==> config.mk <==
export PLATFORM = sky130hd
export DESIGN_NAME = lpc_frame_packer
export DESIGN_NICKNAME = d
export VERILOG_FILES = /design/src/rtl/lpc_frame_packer.sv
export SDC_FILE = /design/constraint.sdc
export NUM_CORES = 1
export LEC_CHECK = 0
export CAP_MARGIN = 0
export CORE_MARGIN = 3
export CORE_UTILIZATION = 35
export DETAILED_ROUTE_END_ITERATION = 8
export SLEW_MARGIN = 20
export SYNTH_ARGS = -nofsm -noshare
export SYNTH_HDL_FRONTEND = slang
export SYNTH_SLANG_ARGS = --single-unit
export TNS_END_PERCENT = 100
==> constraint.sdc <==
create_clock -name clk -period 18 [get_ports clk]
set_input_delay 2.7 -clock clk [delete_from_list [all_inputs] [get_ports clk]]
set_output_delay 2.7 -clock clk [all_outputs]
set_load 0.005 [all_outputs]
==> src/rtl/lpc_frame_packer.sv <==
// Buffers LPC analysis frames (A1..A10, voiced, pitch count) and streams each
// one as twelve 16-bit words over a valid/ready port, counting overflow drops.
module lpc_frame_packer #(
    parameter int         DEPTH = 2,
    parameter logic [3:0] SYNC  = 4'hA
) (
    input  logic        clk,
    input  logic        rst,
    input  logic        frame_valid,
    input  logic [15:0] A1,
    input  logic [15:0] A2,
    input  logic [15:0] A3,
    input  logic [15:0] A4,
    input  logic [15:0] A5,
    input  logic [15:0] A6,
    input  logic [15:0] A7,
    input  logic [15:0] A8,
    input  logic [15:0] A9,
    input  logic [15:0] A10,
    input  logic        voiced,
    input  logic [15:0] freq_count,
    output logic [15:0] out_data,
    output logic        out_valid,
    input  logic        out_ready,
    output logic        out_sof,
    output logic        out_eof,
    output logic [7:0]  drop_count,
    output logic        overflow,
    output logic [3:0]  level
);

    // Handshake: a word moves on any cycle with out_valid && out_ready; while
    // out_valid is high and out_ready low, out_data/out_sof/out_eof hold.

    localparam int         PW       = $clog2(DEPTH);
    localparam logic [3:0] LAST_W   = 4'd11;
    localparam logic [3:0] FULL_LVL = 4'(DEPTH);

    localparam logic [0:0] S_IDLE = 1'b0;
    localparam logic [0:0] S_SEND = 1'b1;

    logic [15:0]   mem [DEPTH][12];
    logic [15:0]   cap_words [12];

    logic [0:0]    state, state_nxt;
    logic [3:0]    widx, widx_nxt;
    logic [PW-1:0] wr_ptr, rd_ptr, rd_nxt;
    logic [2:0]    seq;
    logic [3:0]    level_nxt;
    logic [15:0]   word_nxt;
    logic          xfer, last_xfer, full, cap_en, drop;

    always_comb begin
        cap_words[0]  = {SYNC, voiced, seq, 8'h00};
        cap_words[1]  = freq_count;
        cap_words[2]  = A1;
        cap_words[3]  = A2;
        cap_words[4]  = A3;
        cap_words[5]  = A4;
        cap_words[6]  = A5;
        cap_words[7]  = A6;
        cap_words[8]  = A7;
        cap_words[9]  = A8;
        cap_words[10] = A9;
        cap_words[11] = A10;
    end

    always_comb begin
        xfer      = out_valid && out_ready;
        last_xfer = xfer && (widx == LAST_W);
        full      = (level == FULL_LVL);
        // A slot freed by the final-word transfer can take a new frame this cycle.
        cap_en    = frame_valid && (!full || last_xfer);
        drop      = frame_valid && !cap_en;
        level_nxt = level + {3'd0, cap_en} - {3'd0, last_xfer};
        rd_nxt    = last_xfer ? rd_ptr + 1'b1 : rd_ptr;

        state_nxt = state;
        widx_nxt  = widx;
        if (state == S_IDLE) begin
            if (level != 4'd0) begin
                state_nxt = S_SEND;
                widx_nxt  = 4'd0;
            end
        end else if (xfer) begin
            if (last_xfer) begin
                widx_nxt = 4'd0;
                if (level_nxt == 4'd0) state_nxt = S_IDLE;
            end else begin
                widx_nxt = widx + 4'd1;
            end
        end

        // The next frame may be the one landing in its slot this very cycle.
        if (cap_en && (rd_nxt == wr_ptr)) word_nxt = cap_words[widx_nxt];
        else                              word_nxt = mem[rd_nxt][widx_nxt];
    end

    always_ff @(posedge clk) begin
        if (!rst && cap_en) begin
            for (int i = 0; i < 12; i++) mem[wr_ptr][i] <= cap_words[i];
        end
    end

    always_ff @(posedge clk) begin
        if (rst) begin
            state      <= S_IDLE;
            widx       <= 4'd0;
            wr_ptr     <= '0;
            rd_ptr     <= '0;
            seq        <= 3'd0;
            level      <= 4'd0;
            drop_count <= 8'd0;
            overflow   <= 1'b0;
            out_valid  <= 1'b0;
            out_data   <= 16'h0000;
            out_sof    <= 1'b0;
            out_eof    <= 1'b0;
        end else begin
            state  <= state_nxt;
            widx   <= widx_nxt;
            rd_ptr <= rd_nxt;
            level  <= level_nxt;
            if (frame_valid) seq <= seq + 3'd1;
            if (cap_en) wr_ptr <= wr_ptr + 1'b1;
            if (drop) begin
                overflow <= 1'b1;
                if (drop_count != 8'hFF) drop_count <= drop_count + 8'd1;
            end
            out_valid <= (state_nxt == S_SEND);
            out_data  <= (state_nxt == S_SEND) ? word_nxt : 16'h0000;
            out_sof   <= (state_nxt == S_SEND) && (widx_nxt == 4'd0);
            out_eof   <= (state_nxt == S_SEND) && (widx_nxt == LAST_W);
        end
    end

endmodule

; ---- Word level (Yosys, flattened, before mapping)
; Memories as Yosys holds them, arrays and structs flattened.
; Cells that the tools add are included.
[word_totals]
word_cells = 63
n_memories = 1
latchBits = 0
romBits = 0
register_bits = 41
out_inout_bits = 32
inputBits = 181
ram_bits = 360
[memory_table]
columns = name, depth, width, read_ports, rd_clocked_by_memory_dff, wr, line
row1 = mem, 2, 180, 1, 0, 1, 42  ; logic [15:0] mem [DEPTH][12];
[op_classes]
shift = 0
n_bitwise = 2
div = 0
addsub = 7
n_eq_ne = 5
magnitude_cmp = 1
n_mux = 19
reduce_logical = 17
n_mul = 0
[ops]
columns = cell, n
row1 = 16-bit binary-select mux with 4-bit select, 2
row2 = 16-bit two-way mux, 5
row3 = 4-bit two-way mux, 4
row4 = "8-bit by 1-bit adder with 8-bit output, second input constant", 1
row5 = "4-bit equality test, second input constant", 2
row6 = 1-bit logical AND, 8
row7 = 4-bit zero test, 2
row8 = 1-bit two-way mux, 8
row9 = "8-bit != test, second input constant", 1
row10 = "5-bit >= comparator, second input constant", 1
row11 = 4-bit NOT with 5-bit output, 1
row12 = 4-bit by 1-bit adder with 4-bit output, 1
row13 = "4-bit by 1-bit adder with 4-bit output, second input constant", 1
row14 = "4-bit by 2-bit equality test with 1-bit output, second input constant", 1
row15 = 4-bit nonzero test, 1
row16 = 4-bit by 1-bit subtractor with 4-bit output, 1
row17 = "3-bit by 1-bit adder with 3-bit output, second input constant", 1
row18 = 1-bit zero test, 3
row19 = "1-bit adder, second input constant", 2
row20 = 2-bit AND reduction, 1
row21 = 2-bit OR reduction, 1
row22 = 1-bit equality test, 1
row23 = 1-bit logical OR, 1
row24 = 1-bit NOT, 1

; ---- Longest topological paths before layout
[logic_depth]
word_depth = 13
depth_mapped = 14
ltp_nobuf = 13

; ---- Worst setup path after synthesis
; Ideal clock, no wire load.
[synth_path]
kind = in2reg
startpoint = input out_ready
endpoint = memory mem[1][0] in the netlist's numbering (enable)
t_arrival_ns = 16.250
cell_stages = 4
path_slack_ns = 0.773
setup_time_ns = 0.978
required_ns = 17.022
n_path_buf = 0
path_cell_list = nand4b_4 > nor2_1 > o21ai_0 > nor3b_1
[synth_via]
elab_chain_len = 7
[synth_lines]
columns = element, line
row1 = "start, declared", 24  ; input logic out_ready,
row2 = 1-bit logical AND, 69  ; xfer = out_valid && out_ready;
row3 = 1-bit logical AND, 70  ; last_xfer = xfer && (widx == LAST_W);
row4 = 1-bit logical OR, 73  ; cap_en = frame_valid && (!full || last_xfer);
row5 = 1-bit logical AND, 73
row6 = 1-bit logical AND, 100  ; if (!rst && cap_en) begin
row7 = 1-bit two-way mux, 100
row8 = 1-bit two-way mux (implied by the code), 101  ; for (int i = 0; i < 12; i++) mem[wr_ptr][i] <= cap_words[i];
row9 = "end, declared", 42
; Every way passes these cells.

; ---- Final worst setup path
[layout_path]
startpoint = input out_ready
endpoint = register out_data[3]
[layout_via]
elab_chain_len = 13
elab_cells_between_ends = 28
classes_between = add/sub (2) / eq/ne (1) / mux (15) / bitwise (2) / reduce/logical (7) / memory (1)
[layout_lines]
columns = element, line
row1 = 1-bit logical AND *, 69
row2 = 1-bit logical AND, 70
row3 = 1-bit logical OR, 73
row4 = 1-bit logical AND, 73
row5 = 4-bit by 1-bit adder with 4-bit output, 75  ; level_nxt = level + {3'd0, cap_en} - {3'd0, last_xfer};
row6 = 4-bit by 1-bit subtractor with 4-bit output, 75
row7 = 4-bit zero test, 88  ; if (level_nxt == 4'd0) state_nxt = S_IDLE;
row8 = 1-bit two-way mux, 88
row9 = 1-bit two-way mux, 86  ; if (last_xfer) begin
row10 = 1-bit two-way mux, 85  ; end else if (xfer) begin
row11 = 1-bit two-way mux, 80  ; if (state == S_IDLE) begin
row12 = 1-bit NOT (no source line), -
row13 = 2-bit OR reduction (no source line), -
row14 = "end signal, assigned", 131  ; out_data <= (state_nxt == S_SEND) ? word_nxt : 16'h0000;
row15 = "end, declared", 22  ; output logic [15:0] out_data,
; Every way passes the cells marked *; elsewhere a longest branch is shown, timed or not. The select of a mux whose other input is x is not followed.
; A chain may end at the register's enable or synchronous reset.

==> summary.md <==
| Metric | Value |
|---|---|
| Clock Skews | between 0.02 and 0.025 ns |
| # clock sinks | ~400 |
| Critical path endpoint category | flop |
| GPL Wtd Cong | about 0.79 |
| Achievable frequency | 0.156 GHz |
| Tcrit/Tclk final | about 36% |
| DRC | 0 |
| Setup WS post-layout | about 12 ns |
| Post-synth top area share | 62.1% |
| Biggest area consumer among synthesized cells | edfxtp_1 |
| Crit-path max cell delay | about 0.75 ns |
| Die height | 229 µm |
| H-Tree Depth | 2 |
| Worst-path maximum fanout | between 40 and 50 |
| Area Growth Syn to Fin | 24.0% |
| PnR Total Power | around 0.0024 W |
| Initial Utilization | around 35% |
| TritonCTS clock tree | yes |
| Type of origin of the critical path | input pin |
| Async SR Flop Fraction | 0% |
| Hold Path Class | reg2reg |
| Global-route layer with the greatest usage | met2 |
| Critical path buffers and inverters | 3 |
| Synth warnings | 0 |
| Fin crit period | roughly 6.4 ns |
| Post-cts gate resize count | 0 |
| Initial antenna violation count | 10 |
| Core area | 49100 µm² |
| Register bit total from synthesis | between 400 and 500 |
| Clock-pin slew on the worst setup and hold paths | 0.06 ns |
| Worst Hold Path EP | overflow |
| Detail Route Antenna Nets | 0 |
| Worst EP required | between 15 and 20 ns |
| Final HPWL DP | around 33 mm |
| Met1 Track Usage GR | 25.0% |
| Full die area | approximately 52000 µm² |
| Die X | about 230 µm |
| Worst slew pin tran | 1.05 ns |
| Worst-Skew Late Latency | roughly 0.57 ns |
| Top Ports | approximately 210 |
| Top FF cell, synth | edfxtp_1 |
| Post-layout util | a little over two fifths |
| Final Max Slew Viols | 0 |
| Vias in the first global route | between 10000 and 15000 |
| Vias per std cell | roughly 5.4 |
| Final Hold Viols | 0 |
| 1st-iter DRT viols | a little over 900 |
| Overall Global Routing Usage | 18.4% |
| # hold bufs at CTS | 0 |
| Avg Inst Size Synth | 17.3 µm² |
| Syn Nets | about 1200 |
| Met3 usage | around 4.9% |
| R2r startpoint | widx[1] |
| # setup viols final | 0 |
| Max-slew headroom | between 30% and 40% |
| Critical-path cell list | clkdlybuf4s50_1 -> and4b_4 -> a21boi_2 -> nor2_4 -> buf_4 -> buf_4 -> mux4_2 -> a221oi_1 -> a211oi_1 |
| Cell Area, Synth | 17400 µm² |
| Num rows | 81 |
| R2R cell count | 9 |
| Sum Neg Setup Slack | 0 ns |
| DRT Pass-1 Iters | 5 |
| Seq/Total Area, Yosys | approximately two thirds |
| Hold Slack | approximately 0.45 ns |
| FF-to-FF End | out_data[3] |
| Syn Inst Count | roughly 1000 |
| Ratio of cells with drive above 1 in the final layout | between 10% and 20% |
| Routed WL | roughly 49 mm |
| Crit-path most repeated cell | buf_4 |
| Layout Nets | 1413 |
| Crit path DAT | 6.83 ns |
| Post-place setup slack | 10.97 ns |
| WHS Path Cells | 2 |
| CTS max path bufs | 3 |
| VDD IR max | just over 70 µV |
| Port bufs | approximately 210 |
| Post-CTS Setup Bufs | 0 |
| Delay-heaviest family, CP | buffers and inverters |
| Drt wl/cell | between 20 and 30 µm |
| Top cells by area, synth | edfxtp_1 (62%), mux4_2 (8.4%), mux2i_1 (5.2%) |
| Crit Path Class | in2reg |
| Vias | 10300 |
| CTS Buf Count | 45 |
| Root Buffer | clkbuf_16 |
| Synth unique cells | 67 |
| Worst path slowest cell | buf_4 |
| Number of synthesized flops with an enable pin | 360 |
| RSZ-0062 raised after global routing | false |
| Hold_sp | overflow |
| Reg2reg setup slack | around 14 ns |
| Max Cap Violations | 0 |
| First-pass GRT wire length | between 70 and 80 mm |
| Pwr dens | roughly 110 nW/µm² |
| Most common cell in the synthesized netlist | edfxtp_1 |
| Status | complete, no violations |
| Largest net degree at the start of global routing | between 150 and 200 |
| Pleak | 6.99 nW |
| Met2 Usage GRT | between 20% and 30% |
| Most frequent cells after synthesis | edfxtp_1 (360), mux2i_1 (91), mux4_2 (65), nand2_1 (64), dfxtp_1 (41) |
| Grt ovf | 0 |
==> logic make-up (layout without fill, tap and decap cells) <==
group / Yosys count / count (layout) / synth area share [%]
AND/OR/NAND/NOR: 156 / 156 / 4.75
AO/OA/AOI/OAI: 162 / 162 / 7.30
adder cells (fa/ha/maj): 8 / 8 / 0.618
XOR/XNOR: 13 / 13 / 0.654
multiplexers: 189 / 189 / 16.4
flip-flops: 401 / 401 / 66.9
buffers and inverters: 77 / 332 / 3.42
other: 0 / 2 / 0
==> layer usage <==
metal / routed length, µm / up-vias
met5: 107 / -
met4: 1140 / 18
met1: 21100 / 5293
met2: 23500 / 352
li1: - / 4574
met3: 3520 / 96
==> worst min-delay path, stage by stage (launching register included) <==
cell and delay, ns:
dfxtp_1 0.31, inv_1 0.05, a21oi_1 0.05
==> where the power goes <==
group          internal [W]  switching, W
Sequential          0.00108     0.0000242
Combinational      0.000175      0.000208
Clock              0.000554      0.000372
==> per-stage QoR <==
step | cell area (µm²) | std cells
floorplan | 17400 | 1006
global placement | 20000 | 1840
detailed placement | 20000 | 1840
CTS | 21600 | 1924
global route | 21600 | 1926
finish | 21600 | 1927
==> placed cells by master (no fill, tap or decap), types with 3 or more instances in the layout <==
cell             instances
dfxtp_1                 41
bufinv_16                3
nand3_1                 18
a21oi_1                 11
clkinv_1                 3
xor2_1                   5
a221oi_1                25
mux2_2                  25
nor3_2                   4
clkbuf_1                10
clkbuf_8                 9
nand4_1                  5
ha_1                     7
nor3_1                   6
a221oi_2                 5
o2bb2ai_1               10
edfxtp_1               360
o21ai_1                  6
a221o_1                  3
mux2i_1                 91
nor2_1                  25
clkbuf_16               46
a32oi_1                 20
a22oi_1                 15
and3_1                   9
mux4_2                  65
nand2_1                 64
a31oi_1                 15
xnor2_1                  8
clkinv_2                 7
mux4_1                   7
clkdlybuf4s50_1        212
a211oi_1                18
inv_1                   12
a22o_1                   4
buf_4                   22
o21ai_0                 14
nor2_2                   3
==> area by class of cell <==
class,instances,area [µm²]
antenna,2,5.00
clock buffer,65,1310
clock inverter,19,209
fill,4410,27500
inverter,12,45.0
multi-input combinational,528,5220
sequential,401,11600
tap,664,831
timing repair buffer,236,2320
==> state kept, by name (all words and copies together) (netlist names) <==
register,count
drop_count,8
widx,4
wr_ptr,1
out_sof,1
seq,3
out_eof,1
out_data,16
level,4
overflow,1
rd_ptr,1
state,1
mem,360
==> how the worst max path moves through the flow <==
stage                          from           to  slack, ns  depth (start not counted)
after detailed placement  out_ready  out_data[3]      10.97                          9
final                     out_ready  out_data[3]      11.60                          9
after global placement    out_ready  out_data[3]      10.95                          9
after CTS                 out_ready  out_data[3]      11.58                          9
after global routing      out_ready  out_data[3]      11.35                          9
after floorplan           out_ready    mem[1][0]       0.77                          4
(Power assumes the default switching activity.)
